## config.mk

```make
export PLATFORM = sky130hd
export DESIGN_NAME = rca_pipelined
export DESIGN_NICKNAME = d
export VERILOG_FILES = /design/src/rtl/rca_pipelined.sv
export SDC_FILE = /design/constraint.sdc
export NUM_CORES = 1
export LEC_CHECK = 0
export ABC_AREA = 1
export ABC_CLOCK_PERIOD_IN_PS = 3080
export CORE_MARGIN = 3
export CORE_UTILIZATION = 35
export DETAILED_ROUTE_END_ITERATION = 12
export PLACE_DENSITY = 0.5
export SYNTH_ARGS = -nofsm -noshare
export SYNTH_HDL_FRONTEND = slang
export SYNTH_SLANG_ARGS = --single-unit
```

## constraint.sdc

```tcl
create_clock -name i_clk -period 3.08 [get_ports i_clk]
set_clock_uncertainty 0.1 [all_clocks]
set_input_delay 0.616 -clock i_clk [delete_from_list [all_inputs] [get_ports i_clk]]
set_output_delay 0.616 -clock i_clk [all_outputs]
set_load 0.05 [all_outputs]
```

## src/rtl/rca_pipelined.sv

```systemverilog
// rtl/rca_pipelined.sv - pipelined ripple-carry adder/subtractor, one SEG_WIDTH segment per stage
module rca_pipelined #(
    parameter int WIDTH     = 64,
    parameter int SEG_WIDTH = 16
) (
    input  logic             i_clk,
    input  logic             i_rst_n,
    input  logic             i_valid,
    output logic             o_ready,
    input  logic [WIDTH-1:0] i_add_term1,
    input  logic [WIDTH-1:0] i_add_term2,
    input  logic             i_carry,
    input  logic             i_sub,
    output logic             o_valid,
    input  logic             i_ready,
    output logic [WIDTH:0]   o_result,
    output logic             o_overflow
);
    localparam int STAGES = WIDTH / SEG_WIDTH;
    localparam int LAST   = STAGES - 1;

    logic [STAGES-1:0] vld;
    logic [STAGES-1:0] cry;
    logic [WIDTH-1:0]  sum_q [STAGES];
    logic [WIDTH-1:0]  a_q   [STAGES];
    logic [WIDTH-1:0]  b_q   [STAGES];
    logic              ovf_q;

    logic [STAGES-1:0] in_v;
    logic [STAGES-1:0] in_c;
    logic [WIDTH-1:0]  in_a    [STAGES];
    logic [WIDTH-1:0]  in_b    [STAGES];
    logic [WIDTH-1:0]  in_sum  [STAGES];
    logic [WIDTH-1:0]  nxt_sum [STAGES];
    logic [SEG_WIDTH:0] seg    [STAGES];
    logic [STAGES-1:0] nxt_c;
    logic              nxt_ovf;
    logic              advance;

    // Operands of the last stage are fully consumed there and never forwarded.
    logic unused_last_ops;
    assign unused_last_ops = ^{a_q[LAST], b_q[LAST]};

    assign advance  = !vld[LAST] || i_ready;
    assign o_ready  = advance;
    assign o_valid  = vld[LAST];
    assign o_result = {cry[LAST], sum_q[LAST]};
    assign o_overflow = ovf_q;

    always_comb begin
        in_v[0]   = i_valid;
        in_c[0]   = i_sub | i_carry;
        in_a[0]   = i_add_term1;
        in_b[0]   = i_sub ? ~i_add_term2 : i_add_term2;
        in_sum[0] = '0;
        for (int s = 1; s < STAGES; s++) begin
            in_v[s]   = vld[s-1];
            in_c[s]   = cry[s-1];
            in_a[s]   = a_q[s-1];
            in_b[s]   = b_q[s-1];
            in_sum[s] = sum_q[s-1];
        end
        for (int s = 0; s < STAGES; s++) begin
            seg[s] = {1'b0, in_a[s][s*SEG_WIDTH +: SEG_WIDTH]}
                   + {1'b0, in_b[s][s*SEG_WIDTH +: SEG_WIDTH]}
                   + {{SEG_WIDTH{1'b0}}, in_c[s]};
            nxt_sum[s] = in_sum[s];
            nxt_sum[s][s*SEG_WIDTH +: SEG_WIDTH] = seg[s][SEG_WIDTH-1:0];
            nxt_c[s] = seg[s][SEG_WIDTH];
        end
        // Carry into the MSB is recovered from the MSB sum bit and its operand bits.
        nxt_ovf = in_a[LAST][WIDTH-1] ^ in_b[LAST][WIDTH-1]
                ^ nxt_sum[LAST][WIDTH-1] ^ nxt_c[LAST];
    end

    always_ff @(posedge i_clk or negedge i_rst_n) begin
        if (!i_rst_n) begin
            vld   <= '0;
            cry   <= '0;
            ovf_q <= 1'b0;
            for (int s = 0; s < STAGES; s++) begin
                sum_q[s] <= '0;
                a_q[s]   <= '0;
                b_q[s]   <= '0;
            end
        end else if (advance) begin
            vld   <= in_v;
            cry   <= nxt_c;
            ovf_q <= nxt_ovf;
            for (int s = 0; s < STAGES; s++) begin
                sum_q[s] <= nxt_sum[s];
                a_q[s]   <= in_a[s];
                b_q[s]   <= in_b[s];
            end
        end
    end
endmodule

```

==> metrics.md, run 1 <==
| Metric | Value |
|---|---|
| Hold WS | `0.358 ns` |
| GRT Total Usage | `0.164` |
| Synth unique cells | `28` |
| Tmin final | `2.58 ns` |
| Seq. cell area | `0.00903 mm2` |
| CTS tree | `done` |
| Worst Tran Pin Value | `0.795 ns` |
| Hold Vio Cnt, Final | `0` |
| Avg Cell Area, Syn | `8.07 um2` |
| # clock sinks | `361` |
| Per-cell routed wire length | `13.8 um` |
| Slew Viols, Final | `0` |
| Crit path required time | `2.36 ns` |
| Yosys warnings | `0` |
| Clock Latency Late Sink | `0.56 ns` |
| Post_cts resized | `0` |
| Syn Std Cell Area | `0.0176 mm2` |
| Routed Antenna Nets | `0` |
| CP Buf/Inv Count | `1` |
| Critical path origin | `o_result[20]` |
| Setup Fix Bufs, Post-CTS | `0` |
| Worst setup endpoint | `o_result[20]` |
| Bufs on Longest Clock Path | `3` |
| Core Region | `0.0494 mm2` |
| Inserted Diodes | `0` |
| Worst r2r path cells | `9` |
| Clock Tree Root | `clkbuf_16` |
| Final wirelength | `42400 um` |
| Syn Inst Count | `2187` |
| Via density | `4.57` |
| Boundary pin count | `202` |
| Initial antenna violation count | `1` |
| Cts hold-fix bufs | `1` |
| Slew HR | `0.470` |
| Largest net degree at the start of global routing | `113` |
| Fmax | `0.388 GHz` |
| CP Depth | `1` |
| Worst min path class | `register to register` |
| DRC errors left | `0` |
| CP startpoint kind | `register` |
| Final setup vio count | `0` |
| Vias in the first global route | `14357` |
| Worst Path Arrival | `1.86 ns` |
| Height of the die | `231 um` |
| Htree depth | `2` |
| Peak supply drop | `0.443 mV` |
| Seq/Total Area, Yosys | `0.512` |
| Critical-path maximum fanout | `2` |
| Initial core utilization | `0.358` |
| Final RePlAce weighted congestion | `0.819` |
| Cts bufs inserted | `43` |
| Die Area | `0.0532 mm2` |
| Nets | `2569` |
| Net Count, Synth | `2389` |
| Share of layout cells above drive strength 1 | `0.0401` |
| Max incr delay on CP | `0.86 ns` |
| CP cell instances | `clkdlybuf4s50_1` |
| P_leak | `11.0 nW` |
| Pwr/cell area | `1080 mW/mm2` |
| Setup TNS | `0 ns` |
| Vias | `13985` |
| Period utilisation layout | `0.837` |
| Status | `finished, final reports clean` |
| FP Rows | `81` |
| Multi-input logic area | `0.00753 mm2` |
| Slowest cell on the critical path | `clkdlybuf4s50_1` |
| Worst r2r dst | `o_result[56]` |
| Area Overhead vs Synth | `22.7%` |
| Die Width | `231 um` |
| Crit path kind | `register to output port` |
| Worst r2r src | `cry[2]` |
| CP Capture Type | `output port` |
| Unrepaired setup endpoints after global routing | `no` |
| First-pass GRT wire length | `72500 um` |
| Initial DRC count | `993` |
| DRT Pass-1 Iters | `5` |
| Fillers | `5075` |
| HPWL Detailed | `29200 um` |
| GRT Residual Overflow | `0` |
| Yosys reg bits | `361` |
| Max-cap violations | `0` |
| Port Buffers | `201` |
| R2R setup slack | `0.67 ns` |
| CP top delay family | `buffers and inverters` |
| Worst-path clk slew | `0.07 ns` |
## cell type report
type / instances / share of cell area
Inverter: 137 / 0.0241
Multi-Input combinational cell: 1602 / 0.348
Clock inverter: 14 / 0.00722
Tap cell: 664 / 0.0384
Sequential cell: 361 / 0.417
Timing Repair Buffer: 222 / 0.108
Clock buffer: 61 / 0.0570
## power breakdown
| part | internal [mW] | total, mW | switching (mW) |
|---|---|---|---|
| clock network | 3.03 | 5.01 | 1.98 |
| logic | 3.59 | 10.3 | 6.69 |
| registers | 6.87 | 8.08 | 1.21 |
## how the worst min path moves through the flow
stage	from	end	slack, ns	cells after the start
CTS	i_sub	b_q[208]	0.34	3
detailed placement	a_q[234]	a_q[170]	0.35	2
global placement	b_q[239]	b_q[175]	0.35	2
finish	in_sum[137]	in_sum[73]	0.36	2
floorplan	i_rst_n	a_q[112]	0.22	0
global route	i_sub	b_q[208]	0.36	3
## kinds of logic (layout without fill, tap and decap cells)
group                    after synthesis  count (layout)  synth area share
AO/OA/AOI/OAI                        170             170            0.0494
XOR/XNOR                              81              81            0.0402
adder cells (fa/ha/maj)               68              68            0.0516
buffers and inverters                224             434            0.0615
flip-flops                           361             361             0.512
AND/OR/NAND/NOR                     1283            1283             0.285
## registers in the layout (all words and copies together) (netlist names)
register / count
a_q: 96
b_q: 96
cry: 4
in_sum: 96
o_overflow: 1
o_result: 64
vld: 4
## metal layers
| layer | part of all wire | track usage | wire (um) | vias to the layer above |
|---|---|---|---|---|
| li1 | - | - | - | 7163 |
| met1 | 0.48 | 0.230 | 20500 | 6572 |
| met2 | 0.45 | 0.260 | 19200 | 203 |
| met3 | 0.046 | 0.0339 | 1950 | 45 |
| met4 | 0.017 | 0.0392 | 707 | 2 |
| met5 | 0.00038 | 0 | 16 | - |
## Yosys cell counts (all sizes together)
master	count	area share
a21oi	47	0.013
ha	60	0.043
or2	5	0.0018
xor2	20	0.0099
inv	137	0.029
clkbuf	35	0.0079
and2	5	0.0018
buf	52	0.025
o21ai	114	0.032
o21bai	5	0.0021
o22ai	1	0.00035
fa	8	0.0091
nor3	7	0.0020
dfrtp	361	0.51
a21o	1	0.00043
o31ai	2	0.00085
xnor2	61	0.030
nand3	82	0.023
nand3b	17	0.0072
nand4	5	0.0018
nor2	55	0.012
nand2	1107	0.24
## through the flow
stage	power, mW	setup WS, ns	utilization	instances	instance area (um2)
after floorplan	15.4	0.355	-	2187	17600
after global placement	18.5	0.165	0.410	2985	20300
after detailed placement	18.6	0.178	0.410	2985	20300
after CTS	23.8	0.468	0.439	3061	21700
after global routing	25.5	0.417	0.439	3061	21700
final	23.4	0.501	0.439	3061	21700
## cell usage in the layout (no fill, tap or decap), drive strengths merged, types with 5 or more instances in the layout
master and n:
clkdlybuf4s50 198, nor3 7, nand2 1107, xor2 20, or2 5, nor2 55
nand3 82, ha 60, and2 5, clkinv 7, inv 138, o21bai 5
nand3b 17, clkbuf 61, dfrtp 361, nand4 5, a21oi 47, o21ai 114
buf 23, xnor2 61, fa 8
Note: power is estimated with default switching activity, not from simulation.
==> inputs of run 2 (changes only) <==
- ABC_CLOCK_PERIOD_IN_PS: 3080 -> 2330
- PLACE_DENSITY: 0.5 -> 0.52
- clock period: 3.08 -> 2.33 ns (I/O delays scaled with it)
==> run 2 against run 1 <==
Net effect: worst hold slack worse by 0.017 ns; via count up 1.0%; cell area up 1.8%; register-to-register slack worse by 0.55 ns.
==> metrics.md, run 2 (same netlist as run 1, synthesis figures left out) <==
| Metric | Value |
|---|---|
| Status | `finished, final reports clean` |
| Die Area | `0.0532 mm2` |
| Slowest cell on the critical path | `clkdlybuf4s50_1` |
| Worst r2r dst | `o_result[58]` |
| Final wirelength | `42200 um` |
| Die Width | `231 um` |
| Area Overhead vs Synth | `24.9%` |
| Hold Vio Cnt, Final | `0` |
| First-pass GRT wire length | `71600 um` |
| Initial antenna violation count | `1` |
| CP startpoint kind | `register` |
| GRT Total Usage | `0.162` |
| Initial DRC count | `779` |
| Worst min path class | `input port to register` |
| DRT Pass-1 Iters | `5` |
| Bufs on Longest Clock Path | `3` |
| # clock sinks | `361` |
| Worst r2r path cells | `10` |
| CP top delay family | `buffers and inverters` |
| Max incr delay on CP | `0.81 ns` |
| Inserted Diodes | `0` |
| Boundary pin count | `202` |
| R2R setup slack | `0.12 ns` |
| Worst Tran Pin Value | `0.603 ns` |
| Pwr Total | `30.8 mW` |
| Pwr/cell area | `1400 mW/mm2` |
| Slew HR | `0.598` |
| Worst Path Arrival | `1.71 ns` |
| Commonest non-fill, non-tap cells in the layout | `nand2_1 (1103), dfrtp_1 (361), clkdlybuf4s50_1 (150)` |
| Worst-path clk slew | `0.06 ns` |
| Placed Cells | `3027` |
| Pre-CTS setup slack | `-0.345 ns` |
| FP Rows | `81` |
| Vias | `14125` |
| Core Region | `0.0494 mm2` |
| Hold_sp | `i_add_term1[41]` |
| HPWL Detailed | `29900 um` |
| Vias in the first global route | `14370` |
| Fin cells | `3106` |
| Height of the die | `231 um` |
| Htree depth | `2` |
| GRT Residual Overflow | `0` |
| Tmin final | `2.28 ns` |
| Unrepaired setup endpoints after global routing | `yes` |
| Crit path required time | `1.76 ns` |
| Clock Tree Root | `clkbuf_16` |
| Slew Viols, Final | `0` |
| Worst r2r src | `b_q[112]` |
| CP cell instances | `clkdlybuf4s50_1` |
| Period utilisation layout | `0.978` |
| Final setup vio count | `0` |
| Routed Antenna Nets | `0` |
| Nets | `2611` |
| Crit path kind | `register to output port` |
| Clock Latency Late Sink | `0.55 ns` |
| Hold WS | `0.342 ns` |
| Worst hold path endpoint | `a_q[233]` |
| Largest net degree at the start of global routing | `111` |
| Fin util | `0.447` |
| Final RePlAce weighted congestion | `0.811` |
| DRC errors left | `0` |
| CP Buf/Inv Count | `1` |
| Max-cap violations | `0` |
| Cts bufs inserted | `41` |
| Share of layout cells above drive strength 1 | `0.0700` |
| Initial core utilization | `0.358` |
| Critical-path maximum fanout | `2` |
| Via density | `4.55` |
| P_leak | `11.4 nW` |
| CTS tree | `done` |
| PnR worst setup slack | `0.0514 ns` |
| CP Capture Type | `output port` |
| Port Buffers | `201` |
| Fmax | `0.439 GHz` |
| Peak supply drop | `0.616 mV` |
| Commonest non-fill, non-tap cell in the layout | `nand2_1` |
| Hold Path Depth | `3` |
| Per-cell routed wire length | `13.6 um` |
[run 2: cell count changes in the layout (fill, tap and decap cells not counted), sizes merged]
cell | before | now
clkdlybuf4s50 | 198 | 150
dlymetal6s2s | 0 | 9
buf | 23 | 73
bufinv | 3 | 1
clkbuf | 61 | 60
clkinv | 7 | 12
dlygate4sd2 | 0 | 33
clkinvlp | 3 | 2
[run 2: layout make-up]
type | instances | area, um2
clock inverter | 16 | 118
timing repair buffer | 266 | 2690
multi-input combinational | 1602 | 7600
clock buffer | 60 | 1240
inverter | 137 | 522
tap | 664 | 831
fill | 5039 | 27300
sequential | 361 | 9030
[run 2: where the power goes]
| group | switching (mW) | total, mW | internal, mW |
|---|---|---|---|
| clock | 2.62 | 6.43 | 3.81 |
| combinational | 8.98 | 13.8 | 4.79 |
| sequential | 1.55 | 10.6 | 9.08 |
[run 2: worst reg2reg max path, cell delays in order, from the launching register on]
cell,delay (ns)
dfrtp_1,0.40
fa_2,0.42
fa_2,0.36
nand2_2,0.10
nand3_1,0.13
nand3b_1,0.13
nand2_2,0.09
nand2_1,0.09
nand3b_1,0.08
nand3_1,0.13
nand2_1,0.06
[run 2: per-stage QoR]
| stage | TNS (ns) | area, um2 |
|---|---|---|
| global route | -0.0218 | 22000 |
| floorplan | -0.0542 | 17700 |
| finish | 0 | 22000 |
| global placement | -2.93 | 20600 |
| CTS | 0 | 22000 |
| detailed placement | -3.27 | 20600 |
[run 2: repair_timing]
| item | 4_1_cts | 5_1_grt |
|---|---|---|
| buffers inserted | 0 | 2 |
| pin swaps | 1 | 3 |
| gates resized for setup | 37 | 19 |
| endpoints found under the setup margin | 38 | 24 |
| hold buffers | 1 | 0 |
| endpoints found under the hold margin | 45 | 0 |
[run 2: per-layer routing]
metal  routed length, um  vias to the layer above  GRT usage
met1               20700                     6643      0.226
met5                  18                        -          0
met2               19000                      191      0.260
met4                 756                        2     0.0405
met3                1780                       52     0.0295
li1                    -                     7237          -
[run 2: how the worst max path moves through the flow]
stage / endpoint / slack, ns / start / cells after the start
after floorplan: in_sum[138] / -0.02 / i_sub / 12
after global placement: in_sum[136] / -0.35 / i_add_term2[0] / 13
after detailed placement: in_sum[142] / -0.34 / i_add_term2[0] / 13
after CTS: o_result[15] / 0.0003 / o_result[15] / 1
after global routing: o_result[58] / -0.02 / b_q[112] / 10
final: o_overflow / 0.05 / o_overflow / 1
